**config.mk**
```make
export PLATFORM = sky130hd
export DESIGN_NAME = awgn_add
export DESIGN_NICKNAME = d
export VERILOG_FILES = /design/src/rtl/awgn_add.sv
export SDC_FILE = /design/constraint.sdc
export NUM_CORES = 1
export LEC_CHECK = 0
export ABC_CLOCK_PERIOD_IN_PS = 7300
export BUFFER_PORTS_ARGS = -buffer_cell sky130_fd_sc_hd__clkbuf_2
export CAP_MARGIN = 30
export CORE_UTILIZATION = 35
export CTS_BUF_LIST = sky130_fd_sc_hd__clkbuf_8
export DETAILED_ROUTE_END_ITERATION = 12
export HOLD_SLACK_MARGIN = 0.15
export PLACE_DENSITY_LB_ADDON = 0.12
export SYNTH_ARGS = -nofsm -noshare
export SYNTH_HDL_FRONTEND = slang
export SYNTH_SLANG_ARGS = --single-unit
```
**constraint.sdc**
```tcl
create_clock -name CLK_I -period 7.3 [get_ports CLK_I]
set_input_delay 0.365 -clock CLK_I [delete_from_list [all_inputs] [get_ports CLK_I]]
set_output_delay 0.365 -clock CLK_I [all_outputs]
set_load 0.05 [all_outputs]
```
**src/rtl/awgn_add.sv**
```systemverilog
// rtl/awgn_add.sv - two-stage AWGN injector: LFSR noise, scaled, saturating add, frame EOF tagging
module awgn_add #(
    parameter int          FRAME_LEN = 480,
    parameter logic [15:0] SEED_RE   = 16'h1D2B,
    parameter logic [15:0] SEED_IM   = 16'hACE1
) (
    input  logic        CLK_I,
    input  logic        RST_I,
    input  logic [31:0] DAT_I,
    input  logic        CYC_I,
    input  logic        STB_I,
    input  logic        WE_I,
    output logic        ACK_O,
    input  logic        noise_en,
    input  logic [3:0]  noise_scale,
    output logic [31:0] DAT_O,
    output logic        CYC_O,
    output logic        STB_O,
    output logic        WE_O,
    input  logic        ACK_I,
    output logic        EOF_O
);

    localparam int          CW      = ($clog2(FRAME_LEN) > 9) ? $clog2(FRAME_LEN) : 9;
    localparam logic [CW-1:0] LAST  = CW'(FRAME_LEN - 1);
    // Galois taps for x^16+x^14+x^13+x^11+1 in right-shift form
    localparam logic [15:0] TAPS    = 16'hB400;
    // An all-zero seed would lock the LFSR, so it is replaced by 1
    localparam logic [15:0] INIT_RE = (SEED_RE == 16'h0000) ? 16'h0001 : SEED_RE;
    localparam logic [15:0] INIT_IM = (SEED_IM == 16'h0000) ? 16'h0001 : SEED_IM;

    function automatic logic [15:0] lfsr_next(input logic [15:0] s);
        return {1'b0, s[15:1]} ^ (s[0] ? TAPS : 16'h0000);
    endfunction

    function automatic logic [15:0] scale_noise(input logic [15:0] s, input logic [3:0] sh);
        return 16'($signed(s) >>> sh);
    endfunction

    function automatic logic [15:0] sat_add(input logic [15:0] a, input logic [15:0] b);
        logic [16:0] sum;
        sum = {a[15], a} + {b[15], b};
        if (sum[16] != sum[15])
            return sum[16] ? 16'h8000 : 16'h7FFF;
        return sum[15:0];
    endfunction

    logic          halt;
    logic          accept;
    logic          cyc_q;
    logic          cyc_rise;
    logic [CW-1:0] cnt;
    logic [CW-1:0] idx;
    logic [15:0]   lfsr_re;
    logic [15:0]   lfsr_im;

    logic          v1;
    logic          eof1;
    logic [15:0]   re1;
    logic [15:0]   im1;
    logic [15:0]   nre1;
    logic [15:0]   nim1;

    // A stalled output freezes the whole pipe; acceptance is blocked in reset
    assign halt     = STB_O & ~ACK_I;
    assign accept   = RST_I & CYC_I & STB_I & WE_I & ~halt;
    assign ACK_O    = accept;
    assign WE_O     = STB_O;
    assign cyc_rise = CYC_I & ~cyc_q;
    assign idx      = cyc_rise ? '0 : cnt;

    // Stage 1: capture sample and its noise, step LFSRs and frame counter
    always_ff @(posedge CLK_I or negedge RST_I) begin
        if (!RST_I) begin
            cyc_q   <= 1'b0;
            cnt     <= '0;
            lfsr_re <= INIT_RE;
            lfsr_im <= INIT_IM;
            v1      <= 1'b0;
            eof1    <= 1'b0;
            re1     <= '0;
            im1     <= '0;
            nre1    <= '0;
            nim1    <= '0;
        end else if (!halt) begin
            cyc_q <= CYC_I;
            v1    <= accept;
            if (accept) begin
                re1     <= DAT_I[15:0];
                im1     <= DAT_I[31:16];
                nre1    <= noise_en ? scale_noise(lfsr_re, noise_scale) : 16'h0000;
                nim1    <= noise_en ? scale_noise(lfsr_im, noise_scale) : 16'h0000;
                eof1    <= (idx == LAST);
                cnt     <= (idx == LAST) ? '0 : idx + 1'b1;
                lfsr_re <= lfsr_next(lfsr_re);
                lfsr_im <= lfsr_next(lfsr_im);
            end else if (cyc_rise) begin
                cnt <= '0;
            end
        end
    end

    // Stage 2: saturating add into the output register, bus cycle tracking
    always_ff @(posedge CLK_I or negedge RST_I) begin
        if (!RST_I) begin
            DAT_O <= '0;
            STB_O <= 1'b0;
            EOF_O <= 1'b0;
            CYC_O <= 1'b0;
        end else begin
            if (!halt) begin
                STB_O <= v1;
                EOF_O <= v1 & eof1;
                if (v1)
                    DAT_O <= {sat_add(im1, nim1), sat_add(re1, nre1)};
            end
            if (!halt && v1)
                CYC_O <= 1'b1;
            else if (!CYC_I && !v1 && !STB_O)
                CYC_O <= 1'b0;
        end
    end

endmodule

```
==> summary.md, run 1 <==
| Metric | Value |
|---|---|
| Outcome | `finished, final reports clean` |
| Via density | `4.95` |
| Core area | `23600 um2` |
| Clock Pin Slew Worst Setup and Hold Paths | `0.09 ns` |
| Crit path DAT | `3.31 ns` |
| Worst reg2reg path endpoint | `DAT_O[13]` |
| Wirelength, routed | `21000 um` |
| Worst endpoint required time | `6.93 ns` |
| Slew @ Worst Pin | `1.00 ns` |
| Cells after DPL | `1343` |
| Max_slew headroom | `33.2%` |
| Seq/Total Area, Yosys | `42.4%` |
| Number of synthesized flops with an enable pin | `0` |
| Clock network power share | `27.2%` |
| Die outline height | `158 um` |
| Iter 0 DRT Violations | `480` |
| RePlAce Congestion | `0.820` |
| First-pass detailed-route iteration total | `4` |
| Worst IR Drop VDD | `0.128 mV` |
| Vias in the first global route | `6682` |
| Power Dens Cells | `261 nW/um2` |
| Worst Setup End Kind | `output pin` |
| Hold Crit Start | `noise_en` |
| Row count | `56` |
| Clock Latency Late Sink | `0.45 ns` |
| Post-CTS Setup Bufs | `0` |
| Fraction of registers with async set/reset | `100%` |
| Endpoints failing hold | `0` |
| Synth unique cells | `67` |
| Register area | `3600 um2` |
| Gr ovfl total | `0` |
| N_diodes | `0` |
| Final WS setup | `3.62 ns` |
| Pre-CTS setup slack | `4.13 ns` |
| Yosys reg bits | `143` |
| Starting Density | `35.9%` |
| Final Cell Area | `9880 um2` |
| Leak pwr | `4.73 nW` |
| Drt drc | `0` |
| Post-DP HPWL | `14600 um` |
| Non-filler instance count after layout | `1410` |
| Clk root buf | `clkbuf_8` |
| Int Power | `1.56 mW` |
| # setup viols final | `0` |
| Tcrit/Tclk final | `50.4%` |
| Global-route wire length before repair | `35000 um` |
| Die area | `24900 um2` |
| Clock Skews | `0.0104 ns` |
| Most common cell after layout, fill and taps aside | `nand2_1` |
| CP Class | `input port to output pin` |
| Flop2flop setup slack | `4.26 ns` |
| PostCTS Resize Cnt | `0` |
| FF-to-FF path depth | `10` |
| Max Slew Vio Count | `0` |
| Syn avg cell area | `8.50 um2` |
| Htree depth | `4` |
| Unrepaired setup endpoints after global routing | `false` |
| CTS buffer count | `17` |
| Num ports | `80` |
| Synth Flop Type | `dfrtp_1` |
| Setup_tns | `0 ns` |
| Antenna violations before repair | `0` |
| Yosys warnings | `0` |
| Sequential cell fraction of total power | `38.9%` |
| Commonest non-fill, non-tap cells in the layout | `nand2_1 (284), dfrtp_1 (127), a21oi_1 (80)` |
| WL/cell | `14.9 um` |
| Hold bufs inserted after CTS | `34` |
| Hold depth | `3` |
| Vias post-DR | `6976` |
| Longest Clk Path Bufs | `2` |
| DIE WIDTH | `158 um` |
| Count of input and output buffers | `79` |
| Layout area overhead | `16.4%` |
| Total power | `2.57 mW` |
| Largest net degree at the start of global routing | `75` |
| CTS Sinks | `143` |
| Max_cap viols | `0` |
| CP Max Fanout | `71` |
| Post-Syn Area | `8490 um2` |
| Share of layout cells above drive strength 1 | `16.1%` |
| Placed inst area | `9080 um2` |
| Reg2Reg Launch Point | `nre1[0]` |
| CTS tree | `done` |
| Worst Hold Class | `input port to flip-flop` |
| Hold Path End | `nre1[15]` |
| DRT antenna net count | `0` |
| Multi-input gate area | `4590 um2` |
| Post-synthesis net count | `1076` |
| Sw power | `1.01 mW` |
| Fillers | `2433` |
| Cells after Synth | `998` |
| Worst hold slack | `0.223 ns` |
| Final core occ | `41.8%` |
| Combinational Power Share | `34.0%` |
| Startpoint types | `input port` |
| Net Sw Frac | `39.3%` |
| Min cycle time layout | `3.68 ns` |
| Max frequency | `0.272 GHz` |
| Nets@finish | `1156` |
| GRT Util Overall | `17.7%` |
==> cells by family after synthesis <==
group	Yosys count	share of synthesized area (%)
and+or+nand+nor	389	18.9
muxes	49	6.60
adders and majority gates	35	5.34
DFF	143	42.4
buffers and inverters	73	3.60
xor gates and xnor gates	28	3.20
AOI/OAI and AO/OA	281	20.0
==> Yosys cell counts (all sizes together) (4+ instances only) <==
library cell  number  area share [%]
a21oi             81             4.9
o211ai             7            0.68
a211oi            17             1.6
nand2            285              13
ha                33             4.9
inv               16            0.71
o21a               5            0.44
o21ai            121             7.7
xnor2             20             2.1
nand2b             9            0.69
o21bai             4            0.35
clkbuf            42             1.9
nor2b              9            0.66
a31oi              6            0.44
o22ai              4            0.29
dfrtp            127              37
and2              10            0.74
mux2              16             2.1
dfstp             16             5.0
nand4              4            0.29
mux2i             29             3.4
xor2               8             1.1
mux4               4             1.1
buf               15             1.0
nand3             12            0.71
nor3               8            0.47
a21o              12             1.1
nor2              42             1.9
==> registers in the layout, indices dropped and copies added (netlist names), 9 cells and up <==
| signal | flops |
|---|---|
| nre1 | 16 |
| lfsr_im | 16 |
| im1 | 16 |
| DAT_O | 32 |
| nim1 | 16 |
| lfsr_re | 16 |
| cnt | 9 |
| re1 | 16 |
==> worst max-delay path: stages <==
cell	delay, ns
dlygate4sd3_1	0.54
buf_6	0.50
nand4_1	0.24
nand2b_4	0.41
inv_2	0.14
buf_4	0.61
clkbuf_2	0.40
==> how the worst max path moves through the flow <==
stage                start       end  slack, ns  depth (start not counted)
finish               RST_I     ACK_O       3.62                          7
global route         RST_I     ACK_O       3.34                          7
CTS                  RST_I     ACK_O       3.56                          7
detailed placement   RST_I     ACK_O       4.13                          6
global placement     RST_I     ACK_O       4.16                          6
floorplan           re1[0]  DAT_O[0]       4.97                         12
==> final cells by class <==
class / instances / share of cell area (%)
Tap cell: 319 / 4.04
Timing Repair Buffer: 118 / 8.10
Inverter: 16 / 0.608
Multi-Input combinational cell: 782 / 46.5
Clock inverter: 15 / 1.96
Clock buffer: 17 / 2.37
Sequential cell: 143 / 36.4
==> power by group through the flow <==
| stage | logic [mW] | clock network, mW | registers [mW] |
|---|---|---|---|
| 2_1_floorplan | 0.429 | 0 | 1.24 |
| 3_3_place_gp | 0.860 | 0 | 1.01 |
| 3_5_place_dp | 0.861 | 0 | 1.02 |
| 4_1_cts | 0.879 | 0.725 | 1.00 |
| 5_1_grt | 0.967 | 0.754 | 1.02 |
| 6_report | 0.874 | 0.699 | 1.00 |
==> routing by layer <==
| metal | vias to the layer above | global-route usage, % | wire [um] |
|---|---|---|---|
| met3 | 18 | 3.01 | 567 |
| li1 | 3600 | - | - |
| met2 | 92 | 27.0 | 9170 |
| met5 | - | 0 | 0 |
| met4 | 0 | 4.16 | 185 |
| met1 | 3266 | 26.0 | 11000 |
No activity file was read; power rests on OpenSTA's default activity.
==> run 2, diff against run 1 <==
- ABC_CLOCK_PERIOD_IN_PS: 7300 -> 3300
- clock period: 7.3 -> 3.3 ns (I/O delays scaled with it)
==> summary.md, run 2 (same netlist as run 1, synthesis figures left out) <==
| Metric | Value |
|---|---|
| Outcome | `finished, final reports clean` |
| Unrepaired setup endpoints after global routing | `false` |
| N_diodes | `0 (unchanged)` |
| Setup_tns | `0 ns (unchanged)` |
| WL/cell | `15.1 um (+1.9%)` |
| Tcrit/Tclk final | `86.2%` |
| Nets@finish | `1165 (+0.78%)` |
| Pre-CTS setup slack | `0.420 ns (-3.71 ns)` |
| Commonest non-fill, non-tap cells in the layout | `nand2_1 (284), dfrtp_1 (127), a21oi_1 (80)` |
| Htree depth | `4 (unchanged)` |
| Largest stage delay on the critical path | `0.68 ns (+0.07 ns)` |
| CTS Sinks | `143 (unchanged)` |
| Core area | `23600 um2 (unchanged)` |
| Worst IR Drop VDD | `0.301 mV (+140%)` |
| Max_cap viols | `0 (unchanged)` |
| Non-filler instance count after layout | `1419 (+0.64%)` |
| Gr ovfl total | `0 (unchanged)` |
| Clock Latency Late Sink | `0.46 ns (about the same)` |
| DIE WIDTH | `158 um (unchanged)` |
| CP Class | `flip-flop to flip-flop` |
| Power Dens Cells | `579 nW/um2 (+120%)` |
| Layout area overhead | `17.5%` |
| Worst endpoint required time | `3.61 ns (-3.32 ns)` |
| Clk root buf | `clkbuf_8` |
| First-pass detailed-route iteration total | `5 (+1)` |
| Crit path DAT | `3.16 ns (-0.15 ns)` |
| CP Max Fanout | `16 (-77%)` |
| Max_slew headroom | `34.1% (+0.90 points)` |
| Reg2Reg Launch Point | `im1[4]` |
| Worst Hold Class | `input port to flip-flop` |
| Largest net degree at the start of global routing | `70 (-6.7%)` |
| Cell family contributing the most delay on the critical path | `compound AO/OA/AOI/OAI gates` |
| Leak pwr | `4.78 nW (+0.94%)` |
| Hold Crit Start | `WE_I` |
| Critical path cell sequence | `ha_1 > a21oi_1 > o32ai_1 > o211ai_1 > o211ai_2 > xor2_4 > o21ai_2 > o21ai_1` |
| Drt drc | `0 (unchanged)` |
| Antenna violations before repair | `0 (unchanged)` |
| Global-route wire length before repair | `35700 um (+2.0%)` |
| Iter 0 DRT Violations | `391 (-19%)` |
| Count of input and output buffers | `79 (unchanged)` |
| GRT Util Overall | `18.2% (+0.48 points)` |
| Worst path bufs/invs | `0 (-5)` |
| Via density | `4.98 (+0.58%)` |
| Die area | `24900 um2 (unchanged)` |
| Most common cell after layout, fill and taps aside | `nand2_1` |
| Die outline height | `158 um (unchanged)` |
| Biggest register | `DAT_O` |
| RePlAce Congestion | `0.834 (+1.8%)` |
| Vias post-DR | `7061 (+1.2%)` |
| Final WS setup | `0.455 ns (-3.17 ns)` |
| Slew @ Worst Pin | `0.989 ns (-0.0136 ns)` |
| Number of flip-flops in the largest register | `32 (unchanged)` |
| Final Cell Area | `9970 um2 (+1.0%)` |
| Cells after DPL | `1349 (+0.45%)` |
| Clock Skews | `0.0152 ns (+0.00479 ns)` |
| Vias in the first global route | `6865 (+2.7%)` |
| Fillers | `2473 (+1.6%)` |
| # setup viols final | `0 (unchanged)` |
| Num ports | `80 (unchanged)` |
| Max frequency | `0.352 GHz` |
| CP startpoint | `im1[4]` |
| Total power | `5.77 mW (+120%)` |
| Max Slew Vio Count | `0 (unchanged)` |
| Row count | `56 (unchanged)` |
| Starting Density | `35.9% (unchanged)` |
| CTS tree | `done` |
| Placed inst area | `9150 um2 (+0.72%)` |
| Longest Clk Path Bufs | `2 (unchanged)` |
| Worst Setup End Kind | `flip-flop` |
| Startpoint types | `flip-flop` |
| Post-DP HPWL | `15100 um (+3.1%)` |
| DRT antenna net count | `0 (unchanged)` |
| CTS buffer count | `17 (unchanged)` |
| Wirelength, routed | `21500 um (+2.6%)` |
| Endpoints failing hold | `0 (unchanged)` |
| Critical Path Slowest Stage Cell | `o21ai_2` |
| Min cycle time layout | `2.84 ns` |
| Clock Pin Slew Worst Setup and Hold Paths | `0.08 ns (about the same)` |
| Post-CTS Setup Bufs | `0 (unchanged)` |
| Share of layout cells above drive strength 1 | `16.5% (+0.41 points)` |
==> run 2: changes by cell type in the layout (fill, tap and decap cells not counted) <==
cell           before  now
buf_4               4    9
clkbuf_8           17   19
clkinvlp_4          2    3
clkinv_2            4    2
clkinv_4            3    4
inv_6               1    0
dlygate4sd3_1      34   38
inv_1              15   14
==> run 2: path summary, 6_finish.rpt <==
path / end / slack [ns] / cells past startpoint
max reg2reg: DAT_O[18] / 0.46 / 8
min in group asynchronous: lfsr_re[0] / 0.28 / 2
max: DAT_O[18] / 0.46 / 8
max in group asynchronous: lfsr_re[13] / 2.08 / 3
min: cnt[0] / 0.19 / 4
min reg2reg: lfsr_re[0] / 0.47 / 2
==> run 2: per-layer routing <==
metal  vias to the layer above  routed length (um)  share of wire, %  track usage [%]
met5                         -                   0                 0                0
met4                         0                 189              0.88             4.16
met3                        17                 588               2.7             3.56
met2                        87                9580                45             27.8
met1                      3327               11100                52             26.4
li1                       3630                   -                 -                -
==> run 2: final cells by class <==
class / count / area, um2 / share of cell area (%)
clock buffers: 19 / 262 / 2.62
clock inverters: 13 / 188 / 1.88
inverters: 16 / 60.1 / 0.602
multi-input cells: 782 / 4590 / 46.0
flip-flops and latches: 143 / 3600 / 36.1
well taps: 319 / 399 / 4.00
repair buffers: 127 / 877 / 8.79
==> run 2: where the power goes <==
group	internal [mW]	switching (mW)
sequential	2.04	0.180
clock	0.865	0.734
combinational	0.609	1.35
total	3.51	2.26
==> run 2: worst min-delay path: cells and delay by family <==
family / cells / cell delay (ns)
buffers and inverters: 1 / 0.08
and+or+nand+nor: 1 / 0.12
AOI/OAI and AO/OA: 2 / 0.24
==> run 2: repair_timing <==
action | 4_1_cts | 5_1_grt
hold endpoints to repair | 103 | 0
hold buffers | 38 | 0
gates resized for setup | 0 | 0
==> run 2: per-stage QoR <==
stage          util (%)  hold slack, ns
2_1_floorplan         -          -0.131
3_3_place_gp       38.6          0.0317
3_5_place_dp       38.7          0.0345
4_1_cts            42.2           0.154
5_1_grt            42.2           0.207
6_report           42.2           0.190
